--- src/rtl/pattern_generator.sv ---
// Synthetic PATTERN FIFO writer: per run, emits nevents events of one header word
// followed by nwords deterministic payload words, one word per clock, stalling on full.
module pattern_generator #(
    parameter int         NWORDS_W  = 17,
    parameter int         NEVENTS_W = 16,
    parameter logic [7:0] HDR_TAG   = 8'hE5
) (
    input  logic                 clk,
    input  logic                 reset_n,
    input  logic                 pattern_en,
    input  logic                 pattern_start,
    input  logic [NWORDS_W-1:0]  pattern_nwords,
    input  logic [NEVENTS_W-1:0] pattern_nevents,
    input  logic                 PATTERN_full,
    output logic                 PATTERN_we,
    output logic [31:0]          PATTERN_data,
    output logic                 pattern_busy,
    output logic                 pattern_done,
    output logic [NEVENTS_W-1:0] pattern_evcnt
);

    localparam int HDR_PAD_W  = 24 - NWORDS_W;
    localparam int EV_FIELD_W = 32 - NWORDS_W;

    localparam logic [NWORDS_W-1:0]  NW_ONE = {{(NWORDS_W-1){1'b0}}, 1'b1};
    localparam logic [NEVENTS_W:0]   NE_ONE = {{NEVENTS_W{1'b0}}, 1'b1};
    localparam logic [NEVENTS_W-1:0] EV_ONE = {{(NEVENTS_W-1){1'b0}}, 1'b1};

    typedef enum logic [1:0] {
        S_IDLE    = 2'd0,
        S_HEADER  = 2'd1,
        S_PAYLOAD = 2'd2,
        S_DONE    = 2'd3
    } state_t;

    state_t                 state_reg, state_next;
    logic [NWORDS_W-1:0]    nwords_reg, nwords_next;
    logic [NEVENTS_W-1:0]   nevents_reg, nevents_next;
    logic [NEVENTS_W-1:0]   ev_reg, ev_next;
    logic [NWORDS_W-1:0]    idx_reg, idx_next;
    logic [NEVENTS_W-1:0]   evcnt_reg, evcnt_next;

    logic start_ok;
    logic active;
    logic wr_en;
    logic last_word;
    logic more_events;

    assign start_ok = (state_reg == S_IDLE) && pattern_start && pattern_en;
    assign active   = (state_reg == S_HEADER) || (state_reg == S_PAYLOAD);
    // Write enable is combinational on full so the FIFO can never be overrun.
    assign wr_en    = active && !PATTERN_full && pattern_en;

    // Last word of an event: a bare header when nwords=0, else the final payload word.
    assign last_word = (state_reg == S_HEADER) ? (nwords_reg == '0)
                                               : (idx_reg == (nwords_reg - NW_ONE));
    assign more_events = ({1'b0, ev_reg} + NE_ONE) < {1'b0, nevents_reg};

    // State register
    always_ff @(posedge clk or negedge reset_n) begin
        if (!reset_n) begin
            state_reg <= S_IDLE;
        end else begin
            state_reg <= state_next;
        end
    end

    // Next-state logic
    always_comb begin
        state_next = state_reg;
        case (state_reg)
            S_IDLE: begin
                if (start_ok) begin
                    state_next = (pattern_nevents == '0) ? S_DONE : S_HEADER;
                end
            end
            S_HEADER, S_PAYLOAD: begin
                if (!pattern_en) begin
                    state_next = S_IDLE;
                end else if (wr_en) begin
                    if (last_word) begin
                        state_next = more_events ? S_HEADER : S_DONE;
                    end else begin
                        state_next = S_PAYLOAD;
                    end
                end
            end
            S_DONE: begin
                state_next = S_IDLE;
            end
            default: begin
                state_next = S_IDLE;
            end
        endcase
    end

    // Output logic
    always_comb begin
        PATTERN_we    = wr_en;
        PATTERN_data  = 32'd0;
        pattern_busy  = active;
        pattern_done  = (state_reg == S_DONE);
        pattern_evcnt = evcnt_reg;
        case (state_reg)
            S_HEADER:  PATTERN_data = {HDR_TAG, {HDR_PAD_W{1'b0}}, nwords_reg};
            // Event number wraps inside the payload field only.
            S_PAYLOAD: PATTERN_data = {ev_reg[EV_FIELD_W-1:0], idx_reg};
            default:   PATTERN_data = 32'd0;
        endcase
    end

    // Run parameters and event/word counters; everything holds while stalled.
    always_comb begin
        nwords_next  = nwords_reg;
        nevents_next = nevents_reg;
        ev_next      = ev_reg;
        idx_next     = idx_reg;
        evcnt_next   = evcnt_reg;
        if (start_ok) begin
            nwords_next  = pattern_nwords;
            nevents_next = pattern_nevents;
            ev_next      = '0;
            idx_next     = '0;
            evcnt_next   = '0;
        end else if (wr_en) begin
            if (last_word) begin
                evcnt_next = evcnt_reg + EV_ONE;
                idx_next   = '0;
                if (more_events) begin
                    ev_next = ev_reg + EV_ONE;
                end
            end else if (state_reg == S_PAYLOAD) begin
                idx_next = idx_reg + NW_ONE;
            end
        end
    end

    always_ff @(posedge clk or negedge reset_n) begin
        if (!reset_n) begin
            nwords_reg  <= '0;
            nevents_reg <= '0;
            ev_reg      <= '0;
            idx_reg     <= '0;
            evcnt_reg   <= '0;
        end else begin
            nwords_reg  <= nwords_next;
            nevents_reg <= nevents_next;
            ev_reg      <= ev_next;
            idx_reg     <= idx_next;
            evcnt_reg   <= evcnt_next;
        end
    end

endmodule

--- config.mk ---
export PLATFORM = sky130hd
export DESIGN_NAME = pattern_generator
export DESIGN_NICKNAME = d
export VERILOG_FILES = /design/src/rtl/pattern_generator.sv
export SDC_FILE = /design/constraint.sdc
export NUM_CORES = 1
export LEC_CHECK = 0
export CAP_MARGIN = 10
export CORE_MARGIN = 4
export CORE_UTILIZATION = 32
export CTS_CLUSTER_DIAMETER = 60
export CTS_CLUSTER_SIZE = 28
export DETAILED_ROUTE_END_ITERATION = 10
export GPL_TIMING_DRIVEN = 0
export PLACE_DENSITY = 0.56
export RECOVER_POWER = 100
export SETUP_SLACK_MARGIN = 0.15
export SKIP_CTS_REPAIR_TIMING = 1
export SLEW_MARGIN = 0
export SYNTH_ARGS = -nofsm -noshare
export SYNTH_HDL_FRONTEND = slang
export SYNTH_SLANG_ARGS = --single-unit
--- constraint.sdc ---
create_clock -name clk -period 5.5 [get_ports clk]
set_clock_uncertainty 0.15 [all_clocks]
set_input_delay 1.1 -clock clk [delete_from_list [all_inputs] [get_ports clk]]
set_output_delay 1.1 -clock clk [all_outputs]
set_load 0.005 [all_outputs]
After elaboration in Yosys (flattened, before gate mapping)
Cells that the tools add are included. Widths: inputs -> output; s select.

Output and inout bits: 51. Input port bits: 38. Bits in registers: 84. Logic and storage cells: 56.

Reduce and logical (&&, ||, !) cells: 18. Order comparisons: 1. Equality and inequality tests: 6. Mux-type cells: 20. Add/subtract/negate cells: 5.

Operators with widths (number): $mux 16 (7); $mux 17 (4); $pmux 32 s2 (1); $add 16x1->16 const B (2); $add 16x1->17 const B (1); $add 17x1->17 const B (1); $eq 17x17->1 (1); $logic_not 17->1 (1); $lt 17x16->1 (1); $sub 17x1->17 const B (1); $logic_not 16->1 (1); $mux 2 (6); $pmux 2 s3 (1); $reduce_and 2->1 (3); $reduce_bool 2->1 (3); $eq 2x2->1 const B (2); $logic_and 1x1->1 (4); $ne 3x3->1 const B (1); $reduce_and 3->1 (1); $reduce_bool 3->1 (1); $eq 2x1->1 const B (1); $logic_not 2->1 (1); $ne 2x2->1 const B (1); $reduce_or 2->1 (1); 3 further kinds (3).

Logic depth before layout (Yosys ltp)
Gate-level depths: netlist (run 1).

Depth in word-level cells: 7. Mapped depth: 17. Mapped depth without buffers: 15.

Least setup slack after synthesis (run 1)
No wires, ideal clock.

Path kind: register -> register. Start: register ev_reg[2]. End: register ev_reg[13]. Setup time: 67 ps. Cell stages (with the launch flop): 16. Required time: 5283 ps. Arrival: 3401 ps. Period minus slack after synthesis: 3618 ps. Setup slack: 1882 ps. Buffers on the path: 1. Cells stage by stage: dfrtp_1 -> nand3_1 -> nor2_1 -> nand3_1 -> or3_1 -> xnor2_1 -> ha_1 -> a21o_1 -> a2111oi_0 -> a211oi_1 -> o21ai_0 -> nand3_1 -> o32a_1 -> clkbuf_1 -> or4b_1 -> nand2_1.

Cells in the longest elaborated chain, start to end: 5. Elaborated cells between the ends (all ways): 9. Classes of those cells: add/sub (2); order compare (1); mux (4); reduce/logical (2).

Ends and longest elaborated chain: start, declared (line 39) `logic [NEVENTS_W-1:0] ev_reg, ev_next;`; start signal, assigned (line 148) `ev_reg <= ev_next;`; parallel branches: the longest is 5 deep, another holds $add 16x1->17.

Several ways; the timed one is not identified. The select of a mux whose other input is x is not followed. A chain may end at the register's enable or synchronous reset.

Worst setup path after layout (run 1)
Start: register ev_reg[0]. End: register ev_reg[7].

The elaborated chain is that of the path after synthesis.

==> flow_summary.yaml, run 1 <==
logic_synthesis:
  synthFlopType: "dfrtp_1"
  synth_top_area_cell: "dfrtp_1"
  synth_top_family_by_area: "simple AND/OR/NAND/NOR gates"
  synth.most_common_cell: "nand2_1"
  syn_avg_cell_area_um2: 8.307
  yosys_warnings: 0
  netlist_area_um2: 5798
  synth_fa_ha_area_share_pct: 5.395
  synth_edf_count: 0
  synth_seq_cells: 84
  synthTopCellsByArea: "dfrtp_1 36%, nand2_1 6.5%, ha_1 5.4%, o21ai_0 4.4%, a21oi_1 3.3%"
  synth_cell_type_count: 68
  synthXorXnorAreaFrac_pct: 4.532
  synthArstFlopShare_pct: 100.0
  synth_mux_area_share_pct: 1.446
  yosysTopAreaCellShare_pct: 36.25
  syn_nets: 761
  synth-compound-area-share_pct: 20.05
  syn_inst: 698
  synth_common_cells: "100 x nand2_1, 84 x dfrtp_1, 51 x o21ai_0"
  synth-seq-area-share_pct: 36.25
  synth-simple-area-share_pct: 26.91
clocking:
  clock_latency_ns: 0.35
  cts_root_buf: "clkbuf_16"
  h-tree-depth: 3
  clk_pin_slew_ns: 0.06
  clk_path_buf_depth: 2
  cts_made_buffers: 9
  clock_sinks: 84
  cts_tree: "yes"
worst_setup_path:
  endpoint_kind: "flop"
  criticalPathCategory: "reg2reg"
  worstPathArrival_ns: 4.57
  r2r_cells: 16
  cp_max_fo: 10
  critPathLaunchType: "flop"
  cpMaxStageDelayCell: "nor4_1"
  max_stage_delay_ns: 0.51
  crit_path_cell_trace: "ha_1 > nand3_1 > nor4_1 > nand2_1 > xnor2_1 > ha_1 > a21o_1 > a211oi_1 > o211ai_1 > o21ai_0 > nand3_1 > o32a_1 > clkbuf_1 > clkbuf_1 > o21ai_0 > a21oi_1"
  critical_path_required_ns: 5.56
place:
  pre_cts_slack_ns: 1.114
  placed_area_um2: 6985
  hpwl_mm: 13.18
  io_buffers: 88
  dpl.cell_count: 1012
  gp_congestion: 0.8459
timing:
  finalSetupViolCount: 0
  fin_tns_setup_ns: 0
  holdWs_ns: 0.3739
  finalHoldViolations: 0
  fmax_mhz: 222.1
  rsz0062_at_grt: "no"
  tightest_slew_ns: 1.540
  slew_viol_final: 60
  worst_slack_ns: 0.9971
  relSlewSlack_pct: -2.641
  finalCritPeriodShare_pct: 81.87
  fin_crit_ns: 4.503
grt:
  grt_max_degree: 60
  grt_usage_pct: 17.92
  antenna_found_initial: 0
  grt_pass1_wl_mm: 29.01
  globalRoute.totalOverflow: 0
  grt_pass1_vias: 5340
route:
  drt_iter0_drc: 285
  ant_nets: 0
  drt_wl_total_mm: 17.69
  first_pass_iters: 4
  wl_per_cell_um: 17.21
  vias: 5522
  via_per_inst: 5.372
  drc_errors: 0
run_status:
  status: "finished with violations"
  violations: "capacitance limit, slew limit"
layout:
  post-route-util_pct: 41.11
  final_cells: 1028
  layout.nets: 861
  num_antenna_cells: 0
  layout-drive-gt1-share_pct: 4.234
  final_area_um2: 7209
  syn_to_final_growth_pct: 24.34
floorplanning:
  row_count: 48
  dieArea_um2: 20340
  core_um2: 17540
  top_level_ports: 89
  start_util_pct: 33.06
  die_x_um: 142.6
  fp.dieH_um: 142.6
power_and_ir_drop:
  ir_worst_vdd_mv: 0.1781
  power_density_nw_per_um2: 383.6
  p_total_mw: 2.766
  leakagePower_nw: 3.039
hold_path:
  hold_class: "reg2reg"
  hold_depth: 2
flow_run:
  cap_violations: 1
## logic make-up (layout without fill, tap and decap cells)
| group | Yosys count | count (layout) |
|---|---|---|
| mux | 8 | 8 |
| fa+ha+maj | 25 | 25 |
| buf+inv | 79 | 184 |
| flops | 84 | 84 |
| xor+xnor | 30 | 30 |
| simple gates | 296 | 296 |
| compound gates | 176 | 176 |
## power by group
| group | switching (mW) | internal, mW | total, mW |
|---|---|---|---|
| Clock | 0.264 | 0.317 | 0.581 |
| Combinational | 0.793 | 0.543 | 1.34 |
| Sequential | 0.0942 | 0.755 | 0.849 |
| Total | 1.15 | 1.61 | 2.77 |
## cell usage in the layout, fill, tap and decap left out, types with 8 or more instances in the layout
master           netlist  final
dlygate4sd3_1          0     45
a22o_1                10     10
a21oi_1               38     39
nor3_1                16     16
clkdlybuf4s50_1        0     42
clkbuf_1              40     45
o211ai_1              10     10
or3_1                 13     13
inv_1                 30     30
xnor2_1               20     20
ha_1                  25     25
nand4_1               13     13
clkbuf_16              0      9
and2_0                 1      8
xor2_1                10     10
nor2b_1               26     26
or4_1                 20     20
nand3_1               26     26
nand2_1              100    100
dfrtp_1               84     84
o31ai_1               14     14
and3_1                12     12
a22oi_1               17     18
o21ai_0               51     52
nor2_1                30     30
## routing by layer
metal | track usage [%] | vias up | share of wire (%)
met5 | 0 | - | 0
met1 | 24.48 | 2675 | 46
li1 | - | 2711 | -
met4 | 4.102 | 0 | 1.3
met2 | 29.20 | 117 | 48
met3 | 3.831 | 19 | 4.7
## worst paths after layout
check                            endpoint  slack [ns]      startpoint
max reg2reg                     ev_reg[7]         1.0       ev_reg[0]
min                        nevents_reg[0]        0.37  nevents_reg[0]
max                             ev_reg[7]         1.0       ev_reg[0]
max in group asynchronous      ev_reg[14]        2.07         reset_n
min in group asynchronous     idx_reg[10]        0.94         reset_n
min reg2reg                nevents_reg[0]        0.37  nevents_reg[0]
## worst max-delay path: cells and delay by family, from the launching register on
| kind | cells | cell delay [ns] |
|---|---|---|
| xor+xnor | 1 | 0.19 |
| fa+ha+maj | 2 | 0.45 |
| buf+inv | 2 | 0.57 |
| compound gates | 7 | 1.54 |
| flops | 1 | 0.41 |
| simple gates | 4 | 1.06 |
## area by class of cell
class	count	area [um^2]
fill	1859	10330
tap	225	281.5
clock buffer	10	239.0
sequential	84	2102
inverter	30	112.6
timing repair buffer	89	879.6
multi-input combinational	535	3366
clock inverter	6	40.04
buffer	49	188.9
(Power assumes the default switching activity.)
==> run 2, diff against run 1 <==
- clock period: 5.5 -> 4.3 ns (I/O delays scaled with it)
==> flow_summary.yaml, run 2 (synthesis results as in run 1) <==
route:
  drc_errors: 0
  wl_per_cell_um: 17.35
  vias: 5521
  ant_nets: 0
  drt_iter0_drc: 300
  drt_wl_total_mm: 17.89
  first_pass_iters: 5
  via_per_inst: 5.355
worst_setup_path:
  criticalPathCategory: "reg2out"
  cp_max_fo: 10
  startpoint: "state_reg[0]"
  max_stage_delay_ns: 0.57
  cpMaxStageDelayCell: "clkdlybuf4s50_1"
  critical_path_required_ns: 3.29
  endpoint_kind: "output port"
  worstPathArrival_ns: 3.04
  reg2reg_from: "ev_reg[0]"
  r2r_cells: 15
  r2r_end: "ev_reg[13]"
  crit_path_cell_trace: "inv_1 > ha_1 > clkbuf_1 > clkbuf_1 > a21oi_1 > nor2b_1 > clkdlybuf4s50_1"
  r2r_slack_ns: 0.37
  critPathLaunchType: "flop"
  crit_top_cell: "clkbuf_1"
place:
  placed_area_um2: 6985
  pre_cts_slack_ns: -0.08564
  hpwl_mm: 13.18
  gp_congestion: 0.8459
  io_buffers: 88
layout:
  num_antenna_cells: 0
  layout-drive-gt1-share_pct: 6.948
  multi_input_area_um2: 3447
  n_fill_cell: 1851
  seq_area_um2: 2103
  final_cell_mix: "100 x nand2_1, 83 x dfrtp_1, 50 x o21ai_0"
  layout.nets: 864
  final_common_cell: "nand2_1"
  syn_to_final_growth_pct: 26.41
  final_area_um2: 7330
power_and_ir_drop:
  power_density_nw_per_um2: 488.3
  switchingPower_mw: 1.488
  ir_worst_vdd_mv: 0.2218
  share_comb_of_total_power_pct: 48.8
  share_seq_of_total_power_pct: 30.3
  leakagePower_nw: 3.085
  p_int_mw: 2.091
  swShare_pct: 41.59
  clockPowerShare_pct: 20.8
grt:
  grt_max_degree: 60
  grt_pass1_wl_mm: 29.01
  met3_usage_pct: 3.831
  use_met2_pct: 29.20
  grt_pass1_vias: 5340
  grt_busiest_layer: "met2"
  globalRoute.totalOverflow: 0
  antenna_found_initial: 0
  grt_usage_pct: 17.92
  grt_use_met1_pct: 24.48
timing:
  tightest_slew_ns: 1.552
  slew_viol_final: 60
  fmax_mhz: 246.7
  finalCritPeriodShare_pct: 94.26
  finalSetupViolCount: 0
  relSlewSlack_pct: -3.434
  worst_slack_ns: 0.2467
  finalHoldViolations: 0
  rsz0062_at_grt: "yes"
  fin_crit_ns: 4.053
hold_path:
  hold_class: "reg2reg"
  hold_depth: 2
  hold_start: "nevents_reg[0]"
  whs_endpoint: "nevents_reg[0]"
floorplanning:
  dieArea_um2: 20340
  row_count: 48
  die_x_um: 142.6
  core_um2: 17540
  top_level_ports: 89
  start_util_pct: 33.06
  fp.dieH_um: 142.6
clocking:
  h-tree-depth: 3
  cts_root_buf: "clkbuf_16"
  clk_pin_slew_ns: 0.07
  cts_tree: "yes"
  clock_sinks: 84
  cts_made_buffers: 9
  clk_path_buf_depth: 2
  clock_latency_ns: 0.35
run_status:
  violations: "capacitance limit, slew limit"
  status: "finished with violations"
flow_run:
  cap_violations: 2
-- run 2: cell type report --
type                       count  share of cell area [%]
buffer                        49                   2.783
clock buffer                  10                   3.260
clock inverter                 6                  0.5463
timing repair buffer          92                   12.31
sequential                    84                   28.70
multi-input combinational    535                   47.03
tap                          225                   3.841
inverter                      30                   1.536
-- run 2: power by group through the flow --
| stage | registers [mW] | clock network [mW] | logic (mW) |
|---|---|---|---|
| floorplan | 1.06 | 0 | 1.13 |
| global placement | 1.10 | 0 | 1.75 |
| detailed placement | 1.10 | 0 | 1.77 |
| CTS | 1.09 | 0.771 | 1.78 |
| finish | 1.09 | 0.746 | 1.75 |
| global route | 1.11 | 0.813 | 1.97 |
-- run 2: worst max path at each step --
stage                                  end  slack, ns  depth (start not counted)
after floorplan                 ev_reg[13]       0.68                         15
after global placement      nevents_reg[1]      -1.21                          1
after detailed placement         ev_reg[4]      -0.09                         16
after CTS                        ev_reg[4]      -0.09                         16
after global routing             ev_reg[7]       0.02                         16
final                     PATTERN_data[30]       0.25                          7
-- run 2: layer usage --
metal	wire length (um)	vias up
met4	239	0
met5	0	-
li1	-	2719
met2	8549	118
met1	8294	2664
met3	804	20
-- run 2: through the flow --
step,setup TNS (ns),cells,total power [mW],hold WS [ns],utilization (%)
floorplan,0,698,2.190,0.2901,-
global placement,-100.77,1011,2.849,0.3522,39.69
detailed placement,-0.4576,1012,2.869,0.3497,39.83
CTS,-0.5924,1028,3.638,0.2865,41.42
global route,0,1031,3.891,0.4041,41.80
finish,0,1031,3.579,0.3712,41.80
-- run 2: worst max-delay path, delay by kind of cell, from the launching register on --
kind | cells | cell delay (ns)
AO/OA/AOI/OAI | 1 | 0.12
AND/OR/NAND/NOR | 1 | 0.26
buffers and inverters | 4 | 1.58
adder cells (fa/ha/maj) | 1 | 0.31
flip-flops | 1 | 0.41
==> run 3, diff against run 2 <==
- GPL_ROUTABILITY_DRIVEN: not set -> 0
- PLACE_DENSITY: 0.56 -> not set
==> flow_summary.yaml, run 3 (synthesis results as in run 1) <==
timing:
  finalCritPeriodShare_pct: 93.54
  rsz0062_at_grt: "no"
  relSlewSlack_pct: -3.865
  fmax_mhz: 248.6
  fin_tns_setup_ns: 0
  finalHoldViolations: 0
  holdWs_ns: 0.3633
  finalSetupViolCount: 0
  slew_viol_final: 61
  fin_crit_ns: 4.022
  tightest_slew_ns: 1.558
grt:
  grt_max_degree: 61
  grt_pass1_vias: 5292
  antenna_found_initial: 0
  globalRoute.totalOverflow: 0
  grt_pass1_wl_mm: 27.88
  grt_usage_pct: 17.14
power_and_ir_drop:
  ir_worst_vdd_mv: 0.2262
  switchingPower_mw: 1.452
  p_total_mw: 3.654
  power_density_nw_per_um2: 497.6
  share_seq_of_total_power_pct: 29.7
  leakagePower_nw: 3.097
  clockPowerShare_pct: 23.2
  swShare_pct: 39.74
  share_comb_of_total_power_pct: 47.1
  p_int_mw: 2.202
worst_setup_path:
  startpoint: "state_reg[0]"
  endpoint_kind: "output port"
  r2r_slack_ns: 0.32
  worstPathArrival_ns: 3.01
  reg2reg_from: "nwords_reg[2]"
  critical_path_required_ns: 3.29
  critPathLaunchType: "flop"
  criticalPathCategory: "reg2out"
  cp_max_fo: 10
floorplanning:
  fp.dieH_um: 142.6
  core_um2: 17540
  top_level_ports: 89
  dieArea_um2: 20340
  row_count: 48
  die_x_um: 142.6
  start_util_pct: 33.06
route:
  ant_nets: 0
  drc_errors: 0
  via_per_inst: 5.423
  first_pass_iters: 5
  drt_iter0_drc: 384
  wl_per_cell_um: 16.95
  vias: 5586
  drt_wl_total_mm: 17.46
layout:
  layout-drive-gt1-share_pct: 6.460
  n_fill_cell: 1813
  multi_input_area_um2: 3430
  num_antenna_cells: 0
  final_cell_mix: "100 x nand2_1, 82 x dfrtp_1, 50 x o21ai_0"
  layout.nets: 863
  final_common_cell: "nand2_1"
  syn_to_final_growth_pct: 26.65
  seq_area_um2: 2105
  final_area_um2: 7343
  post-route-util_pct: 41.87
flow_run:
  cap_violations: 1
clocking:
  cts_root_buf: "clkbuf_16"
  clock_sinks: 84
  clk_pin_slew_ns: 0.06
  cts_made_buffers: 9
  clk_path_buf_depth: 2
  clock_latency_ns: 0.35
  h-tree-depth: 3
  cts_tree: "yes"
hold_path:
  hold_class: "reg2reg"
  hold_start: "nevents_reg[0]"
place:
  placed_area_um2: 6985
  hpwl_mm: 12.92
  io_buffers: 88
run_status:
  violations: "capacitance limit, slew limit"
  status: "finished with violations"
-- run 3: cell types whose count changed in the layout (fill, tap and decap cells not counted), sizes merged --
cell and delta:
buf -2, bufinv +2, clkbuf +3, clkdlybuf4s50 -2, clkinv -1, clkinvlp -3, dlygate4sd3 +2
-- run 3: layout make-up --
cell class / count / share of cell area, %
Clock inverter: 4 / 0.9882
Tap cell: 225 / 3.834
Inverter: 30 / 1.533
Sequential cell: 84 / 28.66
Clock buffer: 12 / 3.357
Buffer: 49 / 2.743
Timing Repair Buffer: 91 / 12.18
Multi-Input combinational cell: 535 / 46.70
-- run 3: stage by stage --
stage	instances	setup WS [ns]
detailed placement	1012	-0.01397
global route	1030	0.07958
floorplan	698	0.6822
CTS	1028	-0.04036
global placement	1011	-1.159
finish	1030	0.2779
-- run 3: power groups by stage --
stage	logic (mW)	clock network, mW	registers [mW]
2_1_floorplan	1.13	0	1.06
3_3_place_gp	1.74	0	1.10
3_5_place_dp	1.76	0	1.10
4_1_cts	1.77	0.871	1.08
5_1_grt	1.93	0.897	1.11
6_report	1.72	0.849	1.08
-- run 3: path summary, 6_finish.rpt --
path,cells past startpoint,endpoint
max in group asynchronous,2,ev_reg[0]
min reg2reg,2,nevents_reg[0]
max reg2reg,10,idx_reg[7]
min,2,nevents_reg[0]
min in group asynchronous,1,idx_reg[5]
max,7,PATTERN_data[1]
-- run 3: routing by layer --
| metal | wire length [um] | share of wire, % | vias up | global-route usage [%] |
|---|---|---|---|---|
| li1 | - | - | 2729 | - |
| met4 | 158 | 0.90 | 0 | 3.452 |
| met2 | 8402 | 48 | 174 | 28.49 |
| met5 | 0 | 0 | - | 0 |
| met3 | 1044 | 6.0 | 12 | 3.629 |
| met1 | 7854 | 45 | 2671 | 23.15 |
-- run 3: critical path, cell delays in order (launching register included) --
cell and delay, ns:
dfrtp_1 0.41, inv_1 0.11, ha_1 0.31, clkbuf_1 0.42
clkbuf_1 0.45, a22oi_1 0.13, nor2b_1 0.22, dlygate4sd3_1 0.60
